`config.mk`:
```
export PLATFORM = sky130hd
export DESIGN_NAME = clk_div_sel_flat
export DESIGN_NICKNAME = d
export VERILOG_FILES = /design/src/rtl/clk_div_sel_if.sv /design/src/rtl/clk_div_sel.sv /design/src/flat_wrapper.sv
export SDC_FILE = /design/constraint.sdc
export NUM_CORES = 1
export LEC_CHECK = 0
export CAP_MARGIN = 20
export CORE_MARGIN = 2
export CORE_UTILIZATION = 53
export DETAILED_ROUTE_END_ITERATION = 10
export GPL_TIMING_DRIVEN = 0
export PLACE_DENSITY = 0.75
export SKIP_CTS_REPAIR_TIMING = 1
export SLEW_MARGIN = 40
export SYNTH_ARGS = -nofsm -noshare
export SYNTH_HDL_FRONTEND = slang
export SYNTH_SLANG_ARGS = --single-unit
```
`constraint.sdc`:
```
create_clock -name clk -period 2.8 [get_ports clk]
set_clock_uncertainty 0.2 [all_clocks]
set_input_delay 0.56 -clock clk [delete_from_list [all_inputs] [get_ports clk]]
set_output_delay 0.56 -clock clk [all_outputs]
set_load 0.01 [all_outputs]
```
`src/rtl/clk_div_sel_if.sv`:
```
// rtl/clk_div_sel_if.sv - control and output bundle of the selectable clock divider
interface clk_div_sel_if #(
    parameter int SEL_W = 2
);
    logic             en;
    logic [SEL_W-1:0] sel;
    logic             clk_out;
    logic             tick;
    logic [SEL_W-1:0] sel_ack;

    modport master (
        output en,
        output sel,
        input  clk_out,
        input  tick,
        input  sel_ack
    );

    modport slave (
        input  en,
        input  sel,
        output clk_out,
        output tick,
        output sel_ack
    );
endinterface

```
`src/rtl/clk_div_sel.sv`:
```
// rtl/clk_div_sel.sv - multi-rate square-wave and tick generator with glitch-free rate switching
module clk_div_sel #(
    parameter int DIV_BASE = 5000000,
    parameter int N_SEL    = 4,
    parameter int SEL_W    = 2,
    parameter int CNT_W    = 23
) (
    input  logic               clk,
    input  logic               rst_n,
    clk_div_sel_if.slave       bus
);
    localparam logic [CNT_W-1:0] BASE    = CNT_W'(DIV_BASE);
    localparam logic [SEL_W-1:0] SEL_MAX = SEL_W'(N_SEL - 1);

    logic [SEL_W-1:0] sel_s1;
    logic [SEL_W-1:0] sel_s2;
    logic [SEL_W-1:0] sel_eff;
    logic [SEL_W-1:0] sel_ack_r;
    logic [CNT_W-1:0] cnt;
    logic [CNT_W-1:0] half_m1;
    logic             clk_out_r;
    logic             tick_r;

    // Switch input is asynchronous; the synchroniser runs even while held.
    always_ff @(posedge clk or negedge rst_n) begin
        if (!rst_n) begin
            sel_s1 <= '0;
            sel_s2 <= '0;
        end else begin
            sel_s1 <= bus.sel;
            sel_s2 <= sel_s1;
        end
    end

    assign sel_eff = (sel_s2 > SEL_MAX) ? SEL_MAX : sel_s2;
    assign half_m1 = (BASE >> sel_ack_r) - CNT_W'(1);

    // sel_ack only moves on a rising transition, so every half period is whole.
    always_ff @(posedge clk or negedge rst_n) begin
        if (!rst_n) begin
            cnt       <= '0;
            clk_out_r <= 1'b0;
            tick_r    <= 1'b0;
            sel_ack_r <= '0;
        end else if (bus.en) begin
            if (cnt == half_m1) begin
                cnt       <= '0;
                clk_out_r <= ~clk_out_r;
                if (!clk_out_r) begin
                    sel_ack_r <= sel_eff;
                    tick_r    <= 1'b1;
                end else begin
                    tick_r    <= 1'b0;
                end
            end else begin
                cnt    <= cnt + CNT_W'(1);
                tick_r <= 1'b0;
            end
        end else begin
            tick_r <= 1'b0;
        end
    end

    assign bus.clk_out = clk_out_r;
    assign bus.tick    = tick_r;
    assign bus.sel_ack = sel_ack_r;
endmodule

```
`src/flat_wrapper.sv`:
```
// flat-port wrapper written by rule: the top's interface ports become plain ports
module clk_div_sel_flat 
#(
    parameter int DIV_BASE = 5000000,
    parameter int N_SEL    = 4,
    parameter int SEL_W    = 2,
    parameter int CNT_W    = 23
)
  (clk, rst_n, bus_en, bus_sel, bus_clk_out, bus_tick, bus_sel_ack);
  clk_div_sel_if #(.SEL_W(SEL_W)) bus_i ();
  input  logic clk;
  input  logic rst_n;
  input wire logic [$bits(bus_i.en)-1:0] bus_en;
  input wire logic [$bits(bus_i.sel)-1:0] bus_sel;
  output wire logic [$bits(bus_i.clk_out)-1:0] bus_clk_out;
  output wire logic [$bits(bus_i.tick)-1:0] bus_tick;
  output wire logic [$bits(bus_i.sel_ack)-1:0] bus_sel_ack;
  assign bus_i.en = bus_en;
  assign bus_i.sel = bus_sel;
  assign bus_clk_out = bus_i.clk_out;
  assign bus_tick = bus_i.tick;
  assign bus_sel_ack = bus_i.sel_ack;
  clk_div_sel #(.DIV_BASE(DIV_BASE), .N_SEL(N_SEL), .SEL_W(SEL_W), .CNT_W(CNT_W)) u_core (.clk(clk), .rst_n(rst_n), .bus(bus_i));
endmodule
```
# ---- Yosys cells after proc, flatten, opt, wreduce, memory -nomap -nowiden
# Index checks and enable logic that the tools add are counted.
dict set report word_totals {
  inputBits 5
  wordCells 19
  ff_bits 31
  output_inout_bits 4
}
dict set report op_classes {
  shift 1
  order_cmp 1
  reduce_logical 2
  eq_ne 1
  bitwise 1
  n_addsub 2
  muxes 5
}
# cell n
set ops {}
lappend ops {{adder 23 x 1 -> 23 bit, second input constant} 1}
lappend ops {{equality test 23 bit} 1}
lappend ops {{2-to-1 mux 23 bit} 1}
lappend ops {{right shift 23 x 2 -> 23 bit, first input constant} 1}
lappend ops {{subtractor 23 x 1 -> 23 bit, second input constant} 1}
lappend ops {{2-to-1 mux 1 bit} 3}
lappend ops {{AND reduction 3 bit} 1}
lappend ops {{greater-than comparator 2 bit, second input constant} 1}
lappend ops {{2-to-1 mux 2 bit} 1}
lappend ops {{AND reduction 2 bit} 1}
lappend ops {{inverter 1 bit} 1}

# ---- Depth between registers and ports, before layout
dict set report logic_depth {
  word_depth 5
  ltp_mapped 12
  ltp_nobuf 10
}

# ---- Least setup slack after synthesis
# OpenSTA, ideal clock, no wires.
dict set report synth_timing {
  kind {reg2reg}
  from {register u_core.sel_ack_r[0], in the netlist u_core.bus.sel_ack[0]}
  to {register u_core.sel_ack_r[0], in the netlist u_core.bus.sel_ack[0]}
  setup_time_ns 0.125
  path_stages_with_launch 12
  period_less_slack_ns 2.938
  setup_slack_ns -0.138
  n_path_buf 1
  t_required_ns 2.475
  arrival_time_ns 2.613
  cell_sequence {dfrtp_1 > inv_1 > ha_1 > inv_1 > ha_1 > xnor2_1 > nor4_2 > nand3_1 > or4_1 > buf_4 > nor3_4 > mux2_2}
}
dict set report synth_between {
  elab_chain_len 4
}
# element line_no
set synth_rtl {}
lappend synth_rtl {{start: declaration} clk_div_sel.sv:18} ;# logic [SEL_W-1:0] sel_ack_r;
lappend synth_rtl {{start signal: assignment} clk_div_sel.sv:50} ;# sel_ack_r <= sel_eff;
lappend synth_rtl {{right shift 23 x 2 -> 23 bit} clk_div_sel.sv:36} ;# assign half_m1 = (BASE >> sel_ack_r) - CNT_W'(1);
lappend synth_rtl {{subtractor 23 x 1 -> 23 bit} clk_div_sel.sv:36}
lappend synth_rtl {{equality test 23 bit} clk_div_sel.sv:46} ;# if (cnt == half_m1) begin
lappend synth_rtl {{AND reduction 3 bit (no line)} --}
# Every way passes these cells.
# A chain may end at the register's enable or synchronous reset.

# ---- Worst setup path after layout
dict set report layout_timing {
  from {register u_core.sel_ack_r[1], in the netlist u_core.bus.sel_ack[1]}
  to {register u_core.sel_ack_r[0], in the netlist u_core.bus.sel_ack[0]}
}
# Same word-level chain as after synthesis.

==> flow_summary.html <==
<table>
<tr><th>Metric</th><th>Value</th></tr>
<tr><th colspan="2">STA</th></tr>
<tr><td>Final hold slack</td><td>0.0275 ns</td></tr>
<tr><td>Final min period</td><td>3.07 ns</td></tr>
<tr><td>Setup repair after global routing missed its margin</td><td>yes</td></tr>
<tr><td>Transition time of the tightest slew-check pin</td><td>0.678 ns</td></tr>
<tr><td>Number of failing hold endpoints at the final stage</td><td>0</td></tr>
<tr><td>Setup TNS Final</td><td>-2.58 ns</td></tr>
<tr><td>Max-slew headroom</td><td>0.544</td></tr>
<tr><td>Setup violators final</td><td>21</td></tr>
<tr><td>Maximum operating frequency</td><td>326 MHz</td></tr>
<tr><td>Final Worst Setup Slack</td><td>-0.266 ns</td></tr>
<tr><td>Post-route clock period utilization</td><td>1.09</td></tr>
<tr><td>Count of pins over their slew limit</td><td>0</td></tr>
<tr><th colspan="2">Place</th></tr>
<tr><td>Last weighted congestion value of the routability-driven placer</td><td>0.850</td></tr>
<tr><td>Count of port buffers added during placement</td><td>8</td></tr>
<tr><td>HPWL after detailed placement</td><td>2.45 mm</td></tr>
<tr><td>Pre-CTS setup slack</td><td>-0.212 ns</td></tr>
<tr><td>Placed Area</td><td>1870 um^2</td></tr>
<tr><td>Count of placed standard cells including taps</td><td>230</td></tr>
<tr><th colspan="2">Worst setup path</th></tr>
<tr><td>Chain of cells forming the critical path</td><td>inv_1, ha_1, xnor2_1, nor4_1, o22ai_1, or4_1, buf_6, nor3_4, mux2_4</td></tr>
<tr><td>Capture point of the critical path</td><td>u_core.bus.sel_ack[0]</td></tr>
<tr><td>Critical path type</td><td>reg2reg</td></tr>
<tr><td>Reg2Reg Launch Point</td><td>u_core.bus.sel_ack[1]</td></tr>
<tr><td>Worst R2R Path Depth</td><td>9</td></tr>
<tr><td>Cell depth of the worst setup path</td><td>9</td></tr>
<tr><td>CP Data Required Time</td><td>2.85 ns</td></tr>
<tr><td>Reg2reg setup slack</td><td>-0.27 ns</td></tr>
<tr><td>Data arrival time of the worst path</td><td>3.11 ns</td></tr>
<tr><td>Critical path's largest stage delay</td><td>0.54 ns</td></tr>
<tr><td>Highest fanout seen on the critical path</td><td>7</td></tr>
<tr><td>Critical register-to-register path endpoint</td><td>u_core.bus.sel_ack[0]</td></tr>
<tr><td>Top cell family by delay on the critical path</td><td>simple AND/OR/NAND/NOR gates</td></tr>
<tr><td>Kind of end point of the critical path</td><td>flop</td></tr>
<tr><td>Critical Path Start Type</td><td>flop</td></tr>
<tr><td>Crit path max-delay cell type</td><td>sky130_fd_sc_hd__or4_1</td></tr>
<tr><td>Buffers plus inverters on the worst setup path</td><td>2</td></tr>
<tr><td>Worst setup path start</td><td>u_core.bus.sel_ack[1]</td></tr>
<tr><th colspan="2">Global routing</th></tr>
<tr><td>First-pass GRT wire length</td><td>5.80 mm</td></tr>
<tr><td>Residual overflow from global routing</td><td>0</td></tr>
<tr><td>Initial antenna violation count</td><td>0</td></tr>
<tr><td>Largest net degree at the start of global routing</td><td>32</td></tr>
<tr><td>Vias in the first global route</td><td>1320</td></tr>
<tr><td>Total routing usage reported by global routing</td><td>0.214</td></tr>
<tr><th colspan="2">Clock tree</th></tr>
<tr><td>Root Driver</td><td>sky130_fd_sc_hd__clkbuf_4</td></tr>
<tr><td>CTS tree</td><td>yes</td></tr>
<tr><td>Clock network latency to the later pin of the worst-skew pair</td><td>0.35 ns</td></tr>
<tr><td>Bufs on Longest Clock Path</td><td>2</td></tr>
<tr><td>Number of buffers created by CTS</td><td>5</td></tr>
<tr><td>Clock sink count</td><td>31</td></tr>
<tr><td>Clk slew on worst S/H paths</td><td>0.11 ns</td></tr>
<tr><td>H-tree levels</td><td>2</td></tr>
<tr><th colspan="2">Die</th></tr>
<tr><td>Count of standard-cell rows</td><td>20</td></tr>
<tr><td>Number of primary I/O pins</td><td>9</td></tr>
<tr><td>Starting utilization of the core area</td><td>0.560</td></tr>
<tr><td>Die area</td><td>3730 um^2</td></tr>
<tr><td>Chip width</td><td>61.0 um</td></tr>
<tr><td>CORE AREA</td><td>3080 um^2</td></tr>
<tr><td>Y dimension of the die</td><td>61.0 um</td></tr>
<tr><th colspan="2">Detailed routing</th></tr>
<tr><td>Number of iterations in the first detailed-routing pass</td><td>4</td></tr>
<tr><td>Via-per-instance ratio</td><td>5.52</td></tr>
<tr><td>DRC violation count after routing</td><td>0</td></tr>
<tr><td>Number of design-rule violations left by the first detailed-router iteration</td><td>129</td></tr>
<tr><td>Detailed-route wire length per cell</td><td>15.5 um</td></tr>
<tr><td>Final Routed Wirelength</td><td>3.85 mm</td></tr>
<tr><td>Vias</td><td>1375</td></tr>
<tr><td>Number of nets still failing antenna checks after routing</td><td>0</td></tr>
<tr><th colspan="2">Status</th></tr>
<tr><td>Outcome</td><td>complete, but fails checks</td></tr>
<tr><td>Violated checks</td><td>negative setup slack</td></tr>
<tr><th colspan="2">Pwr</th></tr>
<tr><td>Areal power density over the cells</td><td>497 nW/um^2</td></tr>
<tr><td>Largest voltage drop on the vdd net</td><td>0.291 mV</td></tr>
<tr><td>Leakage component of the power</td><td>0.918 nW</td></tr>
<tr><th colspan="2">Cells and area</th></tr>
<tr><td>Number of diodes</td><td>0</td></tr>
<tr><td>Post-layout net count</td><td>219</td></tr>
<tr><td>Synth-to-layout area growth</td><td>19.6%</td></tr>
<tr><td>Final-layout fill cell count</td><td>241</td></tr>
<tr><td>Cell area after layout</td><td>2060 um^2</td></tr>
<tr><td>Number of standard cells in the final layout excluding fillers</td><td>249</td></tr>
<tr><td>Share of final-layout standard cells stronger than drive strength 1</td><td>0.180</td></tr>
<tr><th colspan="2">Synth</th></tr>
<tr><td>Post-synthesis average cell area</td><td>9.69 um^2</td></tr>
<tr><td>Synthesized area</td><td>1720 um^2</td></tr>
<tr><td>Net count after synthesis</td><td>193</td></tr>
<tr><td>Number of instances in the synthesized netlist</td><td>178</td></tr>
<tr><td>Synthesis Warnings</td><td>0</td></tr>
<tr><td>Number of synthesized register bits</td><td>31</td></tr>
<tr><td>Number of enable-type register cells in the synthesized netlist</td><td>0</td></tr>
<tr><td>Share of the yosys chip area belonging to registers</td><td>0.450</td></tr>
<tr><td>Synth Flop Type</td><td>sky130_fd_sc_hd__dfrtp_1</td></tr>
<tr><td>Netlist cell types</td><td>28</td></tr>
<tr><td>Async S/R FF share, synth</td><td>1.00</td></tr>
<tr><th colspan="2">Worst hold path</th></tr>
<tr><td>Type of the worst min-delay path</td><td>in2async</td></tr>
<tr><th colspan="2">Run</th></tr>
<tr><td>Max-capacitance violation count</td><td>0</td></tr>
</table>
## cells by family after synthesis
kind of cell	synth area share
AO/OA/AOI/OAI	0.0421
XOR/XNOR	0.142
adder cells (fa/ha/maj)	0.0726
buffers and inverters	0.0435
flip-flops	0.450
multiplexers	0.0131
AND/OR/NAND/NOR	0.237
## how the worst min path moves through the flow
stage | endpoint | slack, ns | cells past startpoint
floorplan | u_core.bus.clk_out | 0.06 | 0
finish | u_core.cnt[0] | 0.03 | 1
global route | u_core.cnt[0] | 0.08 | 1
CTS | u_core.bus.tick | 0.04 | 1
global placement | u_core.sel_s2[0] | 0.14 | 0
detailed placement | u_core.sel_s2[0] | 0.15 | 0
## per-stage QoR
| stage | total power, W | util |
|---|---|---|
| 2_1_floorplan | 0.000688 | - |
| 3_3_place_gp | 0.000733 | 0.610 |
| 3_5_place_dp | 0.000743 | 0.608 |
| 4_1_cts | 0.00102 | 0.628 |
| 5_1_grt | 0.00108 | 0.670 |
| 6_report | 0.00102 | 0.670 |
## per-layer routing
layer  global-route usage  vias up  part of all wire
li1                     -      649                 -
met1                0.273      670              0.45
met2                0.340       39              0.48
met3               0.0504       17             0.043
met4                0.109        0             0.033
met5                    0        -                 0
## synthesized netlist by cell type (2+ instances only)
| master | number | area, um^2 |
|---|---|---|
| sky130_fd_sc_hd__and2_1 | 3 | 18.8 |
| sky130_fd_sc_hd__and3_1 | 8 | 50.1 |
| sky130_fd_sc_hd__buf_4 | 3 | 22.5 |
| sky130_fd_sc_hd__dfrtp_1 | 31 | 776 |
| sky130_fd_sc_hd__ha_1 | 10 | 125 |
| sky130_fd_sc_hd__inv_1 | 13 | 48.8 |
| sky130_fd_sc_hd__mux2_2 | 2 | 22.5 |
| sky130_fd_sc_hd__nand2_1 | 10 | 37.5 |
| sky130_fd_sc_hd__nand2b_1 | 2 | 12.5 |
| sky130_fd_sc_hd__nand3_1 | 9 | 45.0 |
| sky130_fd_sc_hd__nand4_1 | 6 | 37.5 |
| sky130_fd_sc_hd__nor2_1 | 23 | 86.3 |
| sky130_fd_sc_hd__nor2b_1 | 2 | 12.5 |
| sky130_fd_sc_hd__nor3_1 | 4 | 20.0 |
| sky130_fd_sc_hd__nor4_1 | 5 | 31.3 |
| sky130_fd_sc_hd__o21ai_0 | 8 | 40.0 |
| sky130_fd_sc_hd__o22ai_1 | 2 | 12.5 |
| sky130_fd_sc_hd__xnor2_1 | 16 | 140 |
| sky130_fd_sc_hd__xor2_1 | 12 | 105 |
## cells in the final DEF, fill, tap and decap left out, types with 3 or more instances in the layout
master | netlist | routed
sky130_fd_sc_hd__o21ai_0 | 8 | 8
sky130_fd_sc_hd__nand3_1 | 9 | 9
sky130_fd_sc_hd__nand4_1 | 6 | 6
sky130_fd_sc_hd__dfrtp_1 | 31 | 29
sky130_fd_sc_hd__xnor2_1 | 16 | 16
sky130_fd_sc_hd__ha_4 | 0 | 3
sky130_fd_sc_hd__nor4_1 | 5 | 5
sky130_fd_sc_hd__and2_1 | 3 | 3
sky130_fd_sc_hd__nand2_1 | 10 | 10
sky130_fd_sc_hd__clkbuf_4 | 0 | 5
sky130_fd_sc_hd__and3_1 | 8 | 8
sky130_fd_sc_hd__inv_1 | 13 | 10
sky130_fd_sc_hd__buf_4 | 3 | 11
sky130_fd_sc_hd__clkdlybuf4s50_1 | 0 | 7
sky130_fd_sc_hd__buf_6 | 0 | 3
sky130_fd_sc_hd__nor3_1 | 4 | 4
sky130_fd_sc_hd__nor2_1 | 23 | 23
sky130_fd_sc_hd__xor2_1 | 12 | 12
sky130_fd_sc_hd__ha_1 | 10 | 6
## state kept, by name (all words and copies together), names as in the netlist
name,count
u_core.bus.tick,1
u_core.bus.sel_ack,2
u_core.bus.clk_out,1
u_core.cnt,23
u_core.sel_s1,2
u_core.sel_s2,2
## final cells by class
type / instances / area (um^2) / area share
multi-input cells: 130 / 921 / 0.447
well taps: 44 / 55.1 / 0.0267
clock buffers: 5 / 37.5 / 0.0182
clock inverters: 3 / 23.8 / 0.0115
plain buffers: 4 / 33.8 / 0.0164
flip-flops and latches: 31 / 778 / 0.377
repair buffers: 19 / 161 / 0.0783
inverters: 13 / 51.3 / 0.0249
## where the power goes
group | internal (W) | switching, W
logic | 0.0000854 | 0.000106
registers | 0.000497 | 0.0000581
clock network | 0.000100 | 0.000178
total | 0.000683 | 0.000342
Note: power is estimated with default switching activity, not from simulation.
